### config.mk
export PLATFORM = sky130hd
export DESIGN_NAME = ps2_key_decoder
export DESIGN_NICKNAME = d
export VERILOG_FILES = /design/src/rtl/ps2_key_decoder.sv
export SDC_FILE = /design/constraint.sdc
export NUM_CORES = 1
export LEC_CHECK = 0
export BUFFER_PORTS_ARGS = -buffer_cell sky130_fd_sc_hd__buf_2
export CORE_AREA = 2 2 95 97
export CTS_CLUSTER_DIAMETER = 30
export DETAILED_ROUTE_END_ITERATION = 10
export DIE_AREA = 0 0 97 99
export SYNTH_ARGS = -nofsm -noshare
export SYNTH_HDL_FRONTEND = slang
export SYNTH_SLANG_ARGS = --single-unit
### constraint.sdc
create_clock -name clk -period 6 [get_ports clk]
set_input_delay 1.8 -clock clk [delete_from_list [all_inputs] [get_ports clk]]
set_output_delay 1.8 -clock clk [all_outputs]
set_load 0.02 [all_outputs]
### src/rtl/ps2_key_decoder.sv
// rtl/ps2_key_decoder.sv - PS/2 keyboard frame receiver producing the 11-bit ps2_key event word
// Pins are synchronised and the clock is glitch-filtered; bytes are framed, checked and folded with E0/F0 prefixes.
module ps2_key_decoder #(
    parameter int FILTER_LEN = 8,
    parameter int TIMEOUT    = 48000
) (
    input  logic        clk,
    input  logic        reset_n,
    input  logic        ps2_clk,
    input  logic        ps2_data,
    output logic [10:0] ps2_key,
    output logic        frame_error
);

    localparam int FW = $clog2(FILTER_LEN + 1);
    localparam int TW = $clog2(TIMEOUT + 1);

    typedef enum logic [1:0] {
        S_IDLE   = 2'd0,
        S_DATA   = 2'd1,
        S_PARITY = 2'd2,
        S_STOP   = 2'd3
    } state_t;

    logic [1:0]    clk_sync_q;
    logic [1:0]    data_sync_q;
    logic          filt_q;
    logic          filt_d;
    logic          filt_prev_q;
    logic [FW-1:0] filt_cnt_q;
    logic [FW-1:0] filt_cnt_d;
    logic          fall;
    logic          data_s;

    state_t        state_q;
    logic [2:0]    bit_cnt_q;
    logic [7:0]    shift_q;
    logic          parity_q;
    logic [TW-1:0] timer_q;
    logic [7:0]    byte_q;
    logic          byte_valid_q;
    logic          ext_q;
    logic          rel_q;
    logic [10:0]   ps2_key_q;
    logic          frame_error_q;

    always_ff @(posedge clk or negedge reset_n) begin
        if (!reset_n) begin
            clk_sync_q  <= 2'b11;
            data_sync_q <= 2'b11;
            filt_q      <= 1'b1;
            filt_prev_q <= 1'b1;
            filt_cnt_q  <= '0;
        end else begin
            clk_sync_q  <= {clk_sync_q[0], ps2_clk};
            data_sync_q <= {data_sync_q[0], ps2_data};
            filt_q      <= filt_d;
            filt_prev_q <= filt_q;
            filt_cnt_q  <= filt_cnt_d;
        end
    end

    // Count consecutive samples that disagree with the filtered level; any agreeing sample restarts the run.
    always_comb begin
        filt_d     = filt_q;
        filt_cnt_d = '0;
        if (clk_sync_q[1] != filt_q) begin
            if (filt_cnt_q == FW'(FILTER_LEN - 1)) begin
                filt_d = clk_sync_q[1];
            end else begin
                filt_cnt_d = filt_cnt_q + FW'(1);
            end
        end
    end

    assign fall   = filt_prev_q & ~filt_q;
    assign data_s = data_sync_q[1];

    always_ff @(posedge clk or negedge reset_n) begin
        if (!reset_n) begin
            state_q       <= S_IDLE;
            bit_cnt_q     <= '0;
            shift_q       <= '0;
            parity_q      <= 1'b0;
            timer_q       <= '0;
            byte_q        <= '0;
            byte_valid_q  <= 1'b0;
            ext_q         <= 1'b0;
            rel_q         <= 1'b0;
            ps2_key_q     <= '0;
            frame_error_q <= 1'b0;
        end else begin
            frame_error_q <= 1'b0;
            byte_valid_q  <= 1'b0;

            // A stalled frame takes priority over an edge arriving in the same cycle.
            if (state_q != S_IDLE && timer_q == TW'(TIMEOUT - 1)) begin
                state_q       <= S_IDLE;
                timer_q       <= '0;
                frame_error_q <= 1'b1;
                ext_q         <= 1'b0;
                rel_q         <= 1'b0;
            end else begin
                if (state_q == S_IDLE || fall) begin
                    timer_q <= '0;
                end else begin
                    timer_q <= timer_q + TW'(1);
                end

                if (fall) begin
                    case (state_q)
                        S_IDLE: begin
                            if (!data_s) begin
                                state_q   <= S_DATA;
                                bit_cnt_q <= '0;
                            end else begin
                                frame_error_q <= 1'b1;
                            end
                        end
                        S_DATA: begin
                            shift_q   <= {data_s, shift_q[7:1]};
                            bit_cnt_q <= bit_cnt_q + 3'd1;
                            if (bit_cnt_q == 3'd7) begin
                                state_q <= S_PARITY;
                            end
                        end
                        S_PARITY: begin
                            parity_q <= data_s;
                            state_q  <= S_STOP;
                        end
                        S_STOP: begin
                            state_q <= S_IDLE;
                            if (data_s && (^{shift_q, parity_q})) begin
                                byte_q       <= shift_q;
                                byte_valid_q <= 1'b1;
                            end else begin
                                frame_error_q <= 1'b1;
                                ext_q         <= 1'b0;
                                rel_q         <= 1'b0;
                            end
                        end
                        default: state_q <= S_IDLE;
                    endcase
                end
            end

            if (byte_valid_q) begin
                case (byte_q)
                    8'hE0: ext_q <= 1'b1;
                    8'hF0: rel_q <= 1'b1;
                    8'hE1, 8'hAA, 8'hFA, 8'hEE, 8'hFE, 8'h00, 8'hFF: begin
                        ext_q <= 1'b0;
                        rel_q <= 1'b0;
                    end
                    default: begin
                        ps2_key_q <= {~ps2_key_q[10], ~rel_q, ext_q, byte_q};
                        ext_q     <= 1'b0;
                        rel_q     <= 1'b0;
                    end
                endcase
            end
        end
    end

    assign ps2_key     = ps2_key_q;
    assign frame_error = frame_error_q;

endmodule

==> impl_metrics.toml <==
[critical_path]
slowest_delay_ps = 390
cp_cell_sequence = "buf_2"
critPathTopFamily = "flip-flops"
crit_type = "reg -> out"
cp.depth = 1
reg2reg_slack_ps = 3610
cp_max_fo = 2
critical_path.startpoint = "ps2_key[3]"
regToRegEndpoint = "byte_q[6]"
startpoint_type = "register"
r2r-start = "state_q[0]"
cp.required_ps = 4200
crit_buf_inv = 1
worstRegToRegCells = 7
critPathArrivalTime_ps = 880
crit_path_end_kind = "output pin"
endpoint = "ps2_key[3]"
critPathSlowestCell = "dfrtp_1"

[finish]
post-route-util_pct = 39.1
fin_area_mm2 = 0.00334
area_growth_pct = 13.0
layout-drive-gt1-share_pct = 29.0
num-nets-final = 276
final_cells = 377
num_antenna_cells = 0

[global_route]
grt_pass1_vias = 1814
grt_max_degree = 64
grt_pass1_wl_um = 8440
antenna_found_initial = 0
overflow = 0
groute.usage.overall_pct = 11.1

[power_and_ir_drop]
p_per_area_mw_per_mm2 = 362
p_leak_nw = 1.57
peakVddDrop_v = 0.000130

[sta]
fmax_ghz = 0.373
tns_ps = 0
rsz0062_at_grt = "no"
setup_ws_ps = 3320
slew_violations = 0
hold_viol = 0
slew_headroom_pct = 21.6
max_slew.worst_pin.slew_ps = 1170
setup_violations = 0
clock_skew_ps = 10.6
post-route-period-util_pct = 44.7
min_period_ps = 2680

[cts]
path_clk_slew_ps = 80
h-tree-depth = 3
cts-root-buf = "clkbuf_8"
cts_resized = 0
postCtsSetupBuffers = 0
numCtsBuffers = 9
cts_hold_buf = 0
clkLatencyLatePin_ps = 330
cts_sinks = 63
cts.path.max_buffers = 2
cts_tree = "built"

[logic_synthesis]
async_flop_share_pct = 100
ys.flop_type = "dfrtp_1"
synthDistinctLibCells = 41
synth_top_area_cell = "dfrtp_1"
synth_area_mm2 = 0.00296
syn_inst = 243
avgSynthCellArea_um2 = 12.2
seq_area_frac_synth_pct = 53.5
synth.most_common_cell = "dfrtp_1"
ys_top_cells_by_count = "57 x dfrtp_1, 20 x mux2_2, 20 x nor2_1"
synth_edf_count = 0
synth_area_leaders = "dfrtp_1 48%, mux2_2 7.6%, dfstp_2 5.3%"
syn_nets = 255
synth_top_area_share_pct = 48.2
yosysWarnings = 0
ys_seq_elements = 63

[detailed_routing]
drt_wl_total_um = 4680
via_count = 1825
viasPerCell = 4.84
drc = 0
wl_per_cell_um = 12.4
drtIter0Drc = 71
drtAntennaViolNets = 0
dr.pass1.iters = 4

[placement]
place_inst = 361
place_congestion = 0.763
pre_cts_slack_ps = 3460
placed_area_mm2 = 0.00312
io_buffer_count = 15
dp_hpwl_um = 3210

[status]
status = "complete, no violations"

[floorplanning]
die_w_um = 97
start_util_pct = 34.6
ios = 16
dieArea_mm2 = 0.00960
die_h_um = 99
rows = 34
fp.coreArea_mm2 = 0.00855

[run]
max_cap_violations = 0

[worst_hold_path]
hp-class = "reg -> reg"
power breakdown:
part / switching, mW / internal, mW / total [mW] / leakage (nW)
Sequential: 0.0510 / 0.486 / 0.537 / 0.842
Combinational: 0.139 / 0.129 / 0.268 / 0.625
Clock: 0.169 / 0.234 / 0.404 / 0.105
Total: 0.360 / 0.849 / 1.21 / 1.57
cells in the final DEF (no fill, tap or decap), drive strengths merged, types with 2 or more instances in the layout:
cell type  count
mux2          28
xnor2         13
ha             8
buf           16
nor2b          4
clkbuf         9
and3           3
nand4          5
nand2         19
bufinv         2
a31oi          2
clkinvlp       2
dfstp          6
a21oi          3
nand3         11
mux2i          3
a22o           3
inv            7
dfrtp         57
or3            3
o21ai         10
nor4           3
clkinv         3
nor2          20
xnor3          2
nor3           6
and4           3
nand2b         2
xor2           8
area by class of cell:
class / instances / area (µm²)
fill: 822 / 5210
sequential: 63 / 1580
multi-input combinational: 167 / 1290
tap: 108 / 135
clock buffer: 9 / 124
clock inverter: 7 / 97.6
timing repair buffer: 16 / 82.6
inverter: 7 / 26.3
flip-flops by register name, summed over array words and instances (netlist names):
name and flops:
ext_q 1, filt_q 1, ps2_key 11, filt_cnt_q 4, shift_q 8, bit_cnt_q 3
byte_q 8, filt_prev_q 1, timer_q 16, frame_error 1, rel_q 1, parity_q 1
byte_valid_q 1, clk_sync_q 2, state_q 2, data_sync_q 2
worst reg2reg max path: stages (launching register included):
cell,delay (ps)
dfrtp_1,430
inv_1,100
ha_1,300
nor4b_2,90
nand3b_1,90
or3_4,180
nor3b_2,730
mux2_4,350
stage by stage:
step / hold WS (ps) / power [mW]
after global placement: 347 / 0.810
after floorplan: 345 / 0.762
after CTS: 359 / 1.23
final: 358 / 1.21
after global routing: 363 / 1.29
after detailed placement: 349 / 0.817
logic make-up (layout without fill, tap and decap cells):
family          count (synthesis)  after routing  share of synthesized area (%)
compound gates                 22             22                           4.65
xor+xnor                       23             23                           7.82
fa+ha+maj                       8              8                           3.38
buf+inv                        13             39                           2.75
flops                          63             63                           53.5
mux                            31             31                           12.7
simple gates                   83             83                           15.2
layer usage:
metal,track usage [%],up-vias,routed length (µm)
met5,0,-,0
met4,6.93,0,108
met1,14.6,896,2370
met3,2.34,10,112
li1,-,895,-
met2,16.6,24,2090
how the worst min path moves through the flow:
stage,cells after the start,endpoint,from
after CTS,0,data_sync_q[1],data_sync_q[0]
after global placement,0,clk_sync_q[1],clk_sync_q[0]
final,0,data_sync_q[1],data_sync_q[0]
after floorplan,0,clk_sync_q[1],clk_sync_q[0]
after detailed placement,0,data_sync_q[1],data_sync_q[0]
after global routing,0,clk_sync_q[1],clk_sync_q[0]
Note: power is estimated with default switching activity, not from simulation.
